==> config.mk <==
export PLATFORM = sky130hd
export DESIGN_NAME = uart_transmitter
export DESIGN_NICKNAME = d
export VERILOG_FILES = /design/src/rtl/uart_transmitter.sv
export SDC_FILE = /design/constraint.sdc
export NUM_CORES = 1
export LEC_CHECK = 0
export CORE_UTILIZATION = 50
export DETAILED_ROUTE_END_ITERATION = 12
export DONT_BUFFER_PORTS = 1
export PLACE_DENSITY = 0.68
export SLEW_MARGIN = 20
export SYNTH_ARGS = -nofsm -noshare
export SYNTH_HDL_FRONTEND = slang
export SYNTH_SLANG_ARGS = --single-unit
==> constraint.sdc <==
create_clock -name clk -period 2.5 [get_ports clk]
set_input_delay 0.5 -clock clk [delete_from_list [all_inputs] [get_ports clk]]
set_output_delay 0.5 -clock clk [all_outputs]
set_load 0.02 [all_outputs]
==> src/rtl/uart_transmitter.sv <==
// uart_transmitter: 8N1 serial transmitter fed by a small byte FIFO.
//
// Producer side: strict valid/ready. A byte transfers on a rising edge where
// data_in_valid and data_in_ready are both high; data_in_valid may be held
// while data_in_ready is low and the byte transfers on the first edge where
// ready is seen high. data_in_ready depends only on registered state and rst,
// never on data_in_valid.
//
// Line side: each frame is a low start bit, eight data bits LSB first, and a
// high stop bit, each held for SYMBOL_EDGE_TIME clock cycles. serial_out is
// driven straight from a flop so it never glitches.
module uart_transmitter #(
    parameter int CLOCK_FREQ = 50_000_000,
    parameter int BAUD_RATE  = 115_200,
    parameter int FIFO_DEPTH = 4
) (
    input  logic                          clk,
    input  logic                          rst,
    input  logic [7:0]                    data_in,
    input  logic                          data_in_valid,
    output logic                          data_in_ready,
    output logic                          serial_out,
    output logic                          busy,
    output logic [$clog2(FIFO_DEPTH):0]   fifo_count
);

    // Cycles per bit on the line, truncated toward zero.
    localparam int SYMBOL_EDGE_TIME = CLOCK_FREQ / BAUD_RATE;

    // Baud counter width; a one-cycle symbol still needs a 1-bit counter.
    localparam int BW = (SYMBOL_EDGE_TIME > 1) ? $clog2(SYMBOL_EDGE_TIME) : 1;
    // FIFO pointer width and occupancy width (occupancy must reach FIFO_DEPTH).
    localparam int PW = $clog2(FIFO_DEPTH);
    localparam int CW = PW + 1;

    localparam logic [BW-1:0] BAUD_LAST = BW'(SYMBOL_EDGE_TIME - 1);
    localparam logic [CW-1:0] DEPTH     = CW'(FIFO_DEPTH);

    typedef enum logic [1:0] {
        IDLE  = 2'd0,
        START = 2'd1,
        DATA  = 2'd2,
        STOP  = 2'd3
    } state_t;

    state_t          state;
    logic [BW-1:0]   baud_cnt;
    logic [2:0]      bit_idx;
    logic [7:0]      shift;

    logic [7:0]      mem [FIFO_DEPTH];
    logic [PW-1:0]   wr_ptr;
    logic [PW-1:0]   rd_ptr;
    logic [CW-1:0]   count;

    logic            push;
    logic            pop;
    logic            baud_last;

    // Ready is withheld during reset and whenever the FIFO is full, even if
    // the FSM is popping this cycle, so a full FIFO can never be overwritten.
    assign data_in_ready = rst & (count < DEPTH);
    assign push          = data_in_valid & data_in_ready;
    assign baud_last     = (baud_cnt == BAUD_LAST);

    assign fifo_count    = count;
    assign busy          = (state != IDLE) | (count != '0);

    // Pop when the FSM is ready to load a new byte: immediately from IDLE, or
    // on the final stop-bit cycle so back-to-back frames have no idle gap.
    always_comb begin
        pop = 1'b0;
        if (count != '0) begin
            case (state)
                IDLE:    pop = 1'b1;
                STOP:    pop = baud_last;
                default: pop = 1'b0;
            endcase
        end
    end

    // FIFO storage: written on every accepted byte; contents need no reset
    // because the pointers and count define what is valid.
    always_ff @(posedge clk) begin
        if (push) begin
            mem[wr_ptr] <= data_in;
        end
    end

    // FIFO pointers and occupancy; pointers wrap naturally at FIFO_DEPTH.
    always_ff @(posedge clk) begin
        if (!rst) begin
            wr_ptr <= '0;
            rd_ptr <= '0;
            count  <= '0;
        end else begin
            if (push) begin
                wr_ptr <= wr_ptr + PW'(1);
            end
            if (pop) begin
                rd_ptr <= rd_ptr + PW'(1);
            end
            case ({push, pop})
                2'b10:   count <= count + CW'(1);
                2'b01:   count <= count - CW'(1);
                default: count <= count;
            endcase
        end
    end

    // Frame sequencer: owns the line, the baud counter and the shift register.
    always_ff @(posedge clk) begin
        if (!rst) begin
            state      <= IDLE;
            baud_cnt   <= '0;
            bit_idx    <= '0;
            shift      <= '0;
            serial_out <= 1'b1;
        end else begin
            case (state)
                IDLE: begin
                    baud_cnt   <= '0;
                    bit_idx    <= '0;
                    serial_out <= 1'b1;
                    if (pop) begin
                        shift      <= mem[rd_ptr];
                        serial_out <= 1'b0;
                        state      <= START;
                    end
                end

                START: begin
                    if (baud_last) begin
                        baud_cnt   <= '0;
                        bit_idx    <= '0;
                        serial_out <= shift[0];
                        state      <= DATA;
                    end else begin
                        baud_cnt <= baud_cnt + BW'(1);
                    end
                end

                DATA: begin
                    if (baud_last) begin
                        baud_cnt <= '0;
                        if (bit_idx == 3'd7) begin
                            serial_out <= 1'b1;
                            state      <= STOP;
                        end else begin
                            // Present the next bit in the same edge as the shift.
                            shift      <= {1'b0, shift[7:1]};
                            serial_out <= shift[1];
                            bit_idx    <= bit_idx + 3'd1;
                        end
                    end else begin
                        baud_cnt <= baud_cnt + BW'(1);
                    end
                end

                STOP: begin
                    if (baud_last) begin
                        baud_cnt <= '0;
                        bit_idx  <= '0;
                        if (pop) begin
                            shift      <= mem[rd_ptr];
                            serial_out <= 1'b0;
                            state      <= START;
                        end else begin
                            serial_out <= 1'b1;
                            state      <= IDLE;
                        end
                    end else begin
                        baud_cnt <= baud_cnt + BW'(1);
                    end
                end

                default: begin
                    baud_cnt   <= '0;
                    bit_idx    <= '0;
                    serial_out <= 1'b1;
                    state      <= IDLE;
                end
            endcase
        end
    end

endmodule

# Word level (Yosys, flattened, before mapping)
# Memories as Yosys holds them, arrays and structs flattened. A register that Yosys moved wholly into a read port is not among the register bits.
# Cells that the tools add are included.
dict set report word_totals {
  latch_bits 0
  mem_bits_rw 32
  mem_bits_ro 0
  memories 1
  inputBits 11
  regBits 30
  output_inout_bits 6
  wordCells 75
}
dict set report classes {
  magnitude_cmp 1
  n_mux 31
  eq_ne 14
  multipliers 0
  n_reduce_logical 11
  bitwise 3
  shift 0
  n_div 0
  n_addsub 6
}
# name depth word_bits rd rd_ports_with_merged_regs write_ports line_no
set memory_table {}
lappend memory_table {mem 4 8 1 1 1 51} ;# logic [7:0] mem [FIFO_DEPTH];
# cell n
set ops {}
lappend ops {{$mux 8} 4}
lappend ops {{$pmux 8 s3} 1}
lappend ops {{$pmux 9 s2} 1}
lappend ops {{$mux 2} 7}
lappend ops {{$ne 2x2->1 const B} 6}
lappend ops {{$add 9x1->9 const B} 1}
lappend ops {{$eq 9x9->1 const B} 1}
lappend ops {{$mux 1} 9}
lappend ops {{$mux 3} 3}
lappend ops {{$mux 9} 1}
lappend ops {{$pmux 3 s3} 1}
lappend ops {{$pmux 2 s4} 1}
lappend ops {{$add 3x1->3 const B} 2}
lappend ops {{$eq 2x2->1 const B} 3}
lappend ops {{$pmux 3 s2} 1}
lappend ops {{$reduce_and 3->1} 2}
lappend ops {{$reduce_bool 3->1} 2}
lappend ops {{$reduce_and 5->1} 1}
lappend ops {{$add 2x1->2 const B} 2}
lappend ops {{$eq 2x1->1 const B} 2}
lappend ops {{$pmux 1 s4} 1}
lappend ops {{$reduce_and 4->1} 1}
lappend ops {{$reduce_bool 2->1} 2}
lappend ops {{$eq 3x3->1 const B} 1}
lappend ops {{other kinds (9)} 10}

# Longest topological paths before layout
dict set report logic_depth {
  word_depth 6
  mapped_depth 11
  mapped_depth_nobuf 11
}

# Worst setup path after synthesis
# No wires, ideal clock.
dict set report synth_timing {
  path_kind {input-to-reg}
  start {in rst}
  end {reg count[2], in the netlist fifo_count[2]}
  path_buffers 1
  required_ns 2.430
  arrival_ns 2.602
  setup_ns 0.070
  path_slack_ns -0.172
  stages 10
  cell_sequence {buf_2 > inv_1 > nor2_1 > and2_1 > inv_1 > ha_1 > fa_1 > xnor2_1 > or3_1 > a21oi_1}
}
dict set report synth_between {
  elab_chain_cells 4
  word_cells_on_any_way 6
  cone_classes {eq/ne: 2; mux: 1; bitwise: 2; reduce/logical: 1}
}
# item line_no
set synth_rtl {}
lappend synth_rtl {{from (decl)} 18} ;# input logic rst,
lappend synth_rtl {{$and 1x1->1 *} 62} ;# assign data_in_ready = rst & (count < DEPTH);
lappend synth_rtl {{via data_in_ready} 21} ;# output logic data_in_ready,
lappend synth_rtl {{$and 1x1->1 *} 63} ;# assign push = data_in_valid & data_in_ready;
lappend synth_rtl {{$eq 2x1->1 or $eq 2x2->1 (tied branches)} 103} ;# case ({push, pop})
lappend synth_rtl {{$pmux 3 s2 or $reduce_bool 2->1 (tied branches)} --}
lappend synth_rtl {{to (signal assigned)} 104} ;# 2'b10: count <= count + CW'(1);
lappend synth_rtl {{to (signal assigned)} 105} ;# 2'b01: count <= count - CW'(1);
lappend synth_rtl {{to (signal assigned)} 106} ;# default: count <= count;
lappend synth_rtl {{to (decl)} 54} ;# logic [CW-1:0] count;
# Mark *: on every way through the listed nets, which the timed path passes. The rest lies on a longest branch.
# A chain may end at the register's enable or synchronous reset.

# Worst setup path in the final report
dict set report layout_timing {
  start {reg state[0]}
  end {reg count[2], in the netlist fifo_count[2]}
}
dict set report layout_between {
  elab_chain_cells 5
  word_cells_on_any_way 8
  cone_classes {eq/ne: 3; mux: 3; reduce/logical: 2}
}
# item line_no
set layout_rtl {}
lappend layout_rtl {{from (decl)} 46} ;# state_t state;
lappend layout_rtl {{from (signal assigned)} 114} ;# state <= IDLE;
lappend layout_rtl {{from (signal assigned)} 128} ;# state <= START;
lappend layout_rtl {{from (signal assigned)} 137} ;# state <= DATA;
lappend layout_rtl {{$eq 2x2->1 or $logic_not 2->1 (tied branches)} 74} ;# case (state)
lappend layout_rtl {{$pmux 1 s2 *} 74}
lappend layout_rtl {{$mux 1 *} 73} ;# if (count != '0) begin
lappend layout_rtl {{via pop} 57} ;# logic pop;
lappend layout_rtl {{$eq 2x1->1 or $eq 2x2->1 (tied branches)} 103}
lappend layout_rtl {{$pmux 3 s2 or $reduce_bool 2->1 (tied branches)} --}
# Marked as above.

==> results.toml <==
[sta]
hold_viol = 0
fin_crit_ns = 2.36
worstMarginPinSlew_ns = 0.548
fmax_mhz = 423
hold_slack_ns = 0.251
slew_headroom_pct = 63.4
setup_tns_ns = 0
slew_violations = 0
fin_crit_sh_pct = 94.5
finalSetupViolations = 0
clock_skew_ns = 0.00626
rsz0062_at_grt = "no"

[grt]
overflow = 0
grt.total_usage_pct = 17.8
grt_pass1_vias = 1667
antenna_found_initial = 0
grt_pass1_wl_mm = 7.97
grt_max_degree = 26

[yosys]
yosysSeqAreaShare_pct = 56.4
async_reset_ff_share_pct = 0
synth_top_cell_by_area = "edfxtp_1"
synth_top_family_by_area = "simple AND/OR/NAND/NOR gates"
yosys-top-cells-count = "nand2_1 (40), dfxtp_1 (32), edfxtp_1 (32)"
ys_top_cells_by_area = "edfxtp_1 (34%), dfxtp_1 (23%), mux4_2 (6.3%)"
muxShareOfSynthArea_pct = 9.87
synth_ff_type = "edfxtp_1"
yosysWarnings = 0
synthXorXnorAreaFrac_pct = 3.39
synth.distinct_cells = 45
netlist_area_um2 = 2840
synth_top_area_share_pct = 33.8
synth_fa_ha_area_share_pct = 6.87
synth_edf_count = 32
syn_nets = 256
synth.most_common_cell = "nand2_1"
syn_inst = 230
synth_seq_cells = 64
synthSimpleGateAreaFrac_pct = 16.2
synth-compound-area-share_pct = 4.45
syn_area_per_cell_um2 = 12.3

[worst_setup_path]
path_class = "reg2reg"
max_stage_delay_ns = 0.38
cp_cell_sequence = "inv_2 > ha_4 > nand2b_1 > nor4_4 > nor2_2 > inv_1 > ha_1 > fa_1 > xnor2_1 > or3_1 > a21oi_1"
startpoint_type = "register"
critical_path_arrival_ns = 2.63
cp.required_ns = 2.77
worstPathMaxFanout = 5
crit_path_end_kind = "register"
critPathSlowestCell = "fa_1"

[routing]
vias = 1658
wl_met2_mm = 2.11
vias_per_cell = 5.18
routed_wl_mm = 4.49
drcViolationCount = 0
wl_per_cell_um = 14.0
top_layer = "met4"
final_antenna_net_count = 0
met3_length_um = 198
wl_met1_mm = 2.07
drt_iter0_markers = 88
dr.pass1.iters = 4

[clock_tree]
clockBufferDepth = 2
postCtsSetupRepairBufs = 0
clock-sinks = 64
clk_pin_slew_ns = 0.07
cts_buffers = 9
holdBufCountCts = 0
h-tree-depth = 3
tritoncts = "yes"
clk_latency_ns = 0.34
cts-root-buf = "clkbuf_8"

[layout]
n_fill_cell = 453
syn_to_final_growth_pct = 11.6
layout-drive-gt1-share_pct = 18.5
layout.nets = 269
fin_area_um2 = 3170
finish.utilization_pct = 57.6
num_antenna_cells = 0

[power]
power.total_uw = 3480
vdd_drop_max_mv = 0.688
powerDensity_nw_per_um2 = 1100
p_leak_uw = 0.00123

[die]
rows = 27
dieArea_um2 = 5990
start_util_pct = 51.6
chipWidth_um = 77.4
io_pins = 17
core_um2 = 5510
die_h_um = 77.4

[placed_design]
io_buffers = 0
dpl.hpwl_mm = 3.12
placed_cell_area_um2 = 2960
gp_congestion = 0.768

[hold_path]
hp-class = "in2reg"

[flow_run]
drv_cap = 0

[status]
outcome = "finished clean"
[final timing paths]
check / start / endpoint / slack [ns] / cells past startpoint
setup / recovery: state[0]$_SDFFE_PN0P_ / fifo_count[2]$_SDFFE_PN0P_ / 0.14 / 11
hold / removal: data_in[1] / mem[3][1]$_DFFE_PP_ / 0.25 / 0
setup reg to reg: state[0]$_SDFFE_PN0P_ / fifo_count[2]$_SDFFE_PN0P_ / 0.14 / 11
hold reg to reg: shift[4]$_SDFFE_PN0P_ / shift[4]$_SDFFE_PN0P_ / 0.46 / 2
[report_power, final]
part / switching [uW] / internal, uW
combinational: 602 / 582
sequential: 145 / 1280
clock: 410 / 459
[metal layers]
metal	global-route usage, %	vias up
met1	22.3	786
met5	0	-
li1	-	836
met4	9.62	0
met3	6.00	10
met2	27.3	26
[cells by family (layout without fill, tap and decap cells)]
kind of cell,count (synthesis),in the layout
AOI/OAI and AO/OA,18,18
xor gates and xnor gates,11,11
adders and majority gates,15,15
buffers and inverters,16,34
DFF,64,64
muxes,18,18
and+or+nand+nor,88,88
[what timing repair did]
action | CTS | global route
setup endpoints to repair | 1 | 1
pin swaps | 0 | 1
gates resized for setup | 1 | 2
[worst max-delay path: cells and delay by family (launching register included)]
family          cells  cell delay (ns)
fa+ha+maj           3             0.87
simple gates        4             0.63
flops               1             0.36
compound gates      1             0.15
xor+xnor            1             0.14
buf+inv             2             0.13
[sequential cells by signal (all words and copies together) (netlist names), named ones only]
signal and cells:
baud_cnt 9, wr_ptr 2, state 2, serial_out 1, fifo_count 3, mem 32
shift 8, rd_ptr 2, bit_idx 3
[final cells by class]
type | instances | area [um2] | area share [%]
clock buffers | 9 | 124 | 3.91
clock inverters | 7 | 72.6 | 2.29
inverters | 9 | 33.8 | 1.07
multi-input cells | 150 | 1180 | 37.2
flip-flops and latches | 64 | 1600 | 50.6
well taps | 72 | 90.1 | 2.84
repair buffers | 9 | 67.6 | 2.13
[per-stage QoR]
step / worst slack, ns / cells
after floorplan: 0.0630 / 230
after global placement: 0.122 / 304
after detailed placement: 0.00159 / 304
after CTS: 0.0146 / 320
after global routing: 0.00109 / 320
final: 0.139 / 320
[placed cells by master (no fill, tap or decap), types with 2 or more instances in the layout]
master      instances
a21oi_1             2
a22oi_1             2
and2_1              5
and3_1              6
buf_4               9
clkbuf_8            9
clkinv_2            2
clkinv_4            2
clkinvlp_4          2
dfxtp_1            31
edfxtp_1           32
ha_1               13
inv_1               7
mux2i_1            10
mux4_2              8
nand2_1            40
nand3_1             3
nor2_1             14
nor2b_1             3
nor3_1              3
o21ai_0             5
or3_1               2
xnor2_1             8
xor2_1              3
Note: power is estimated with default switching activity, not from simulation.
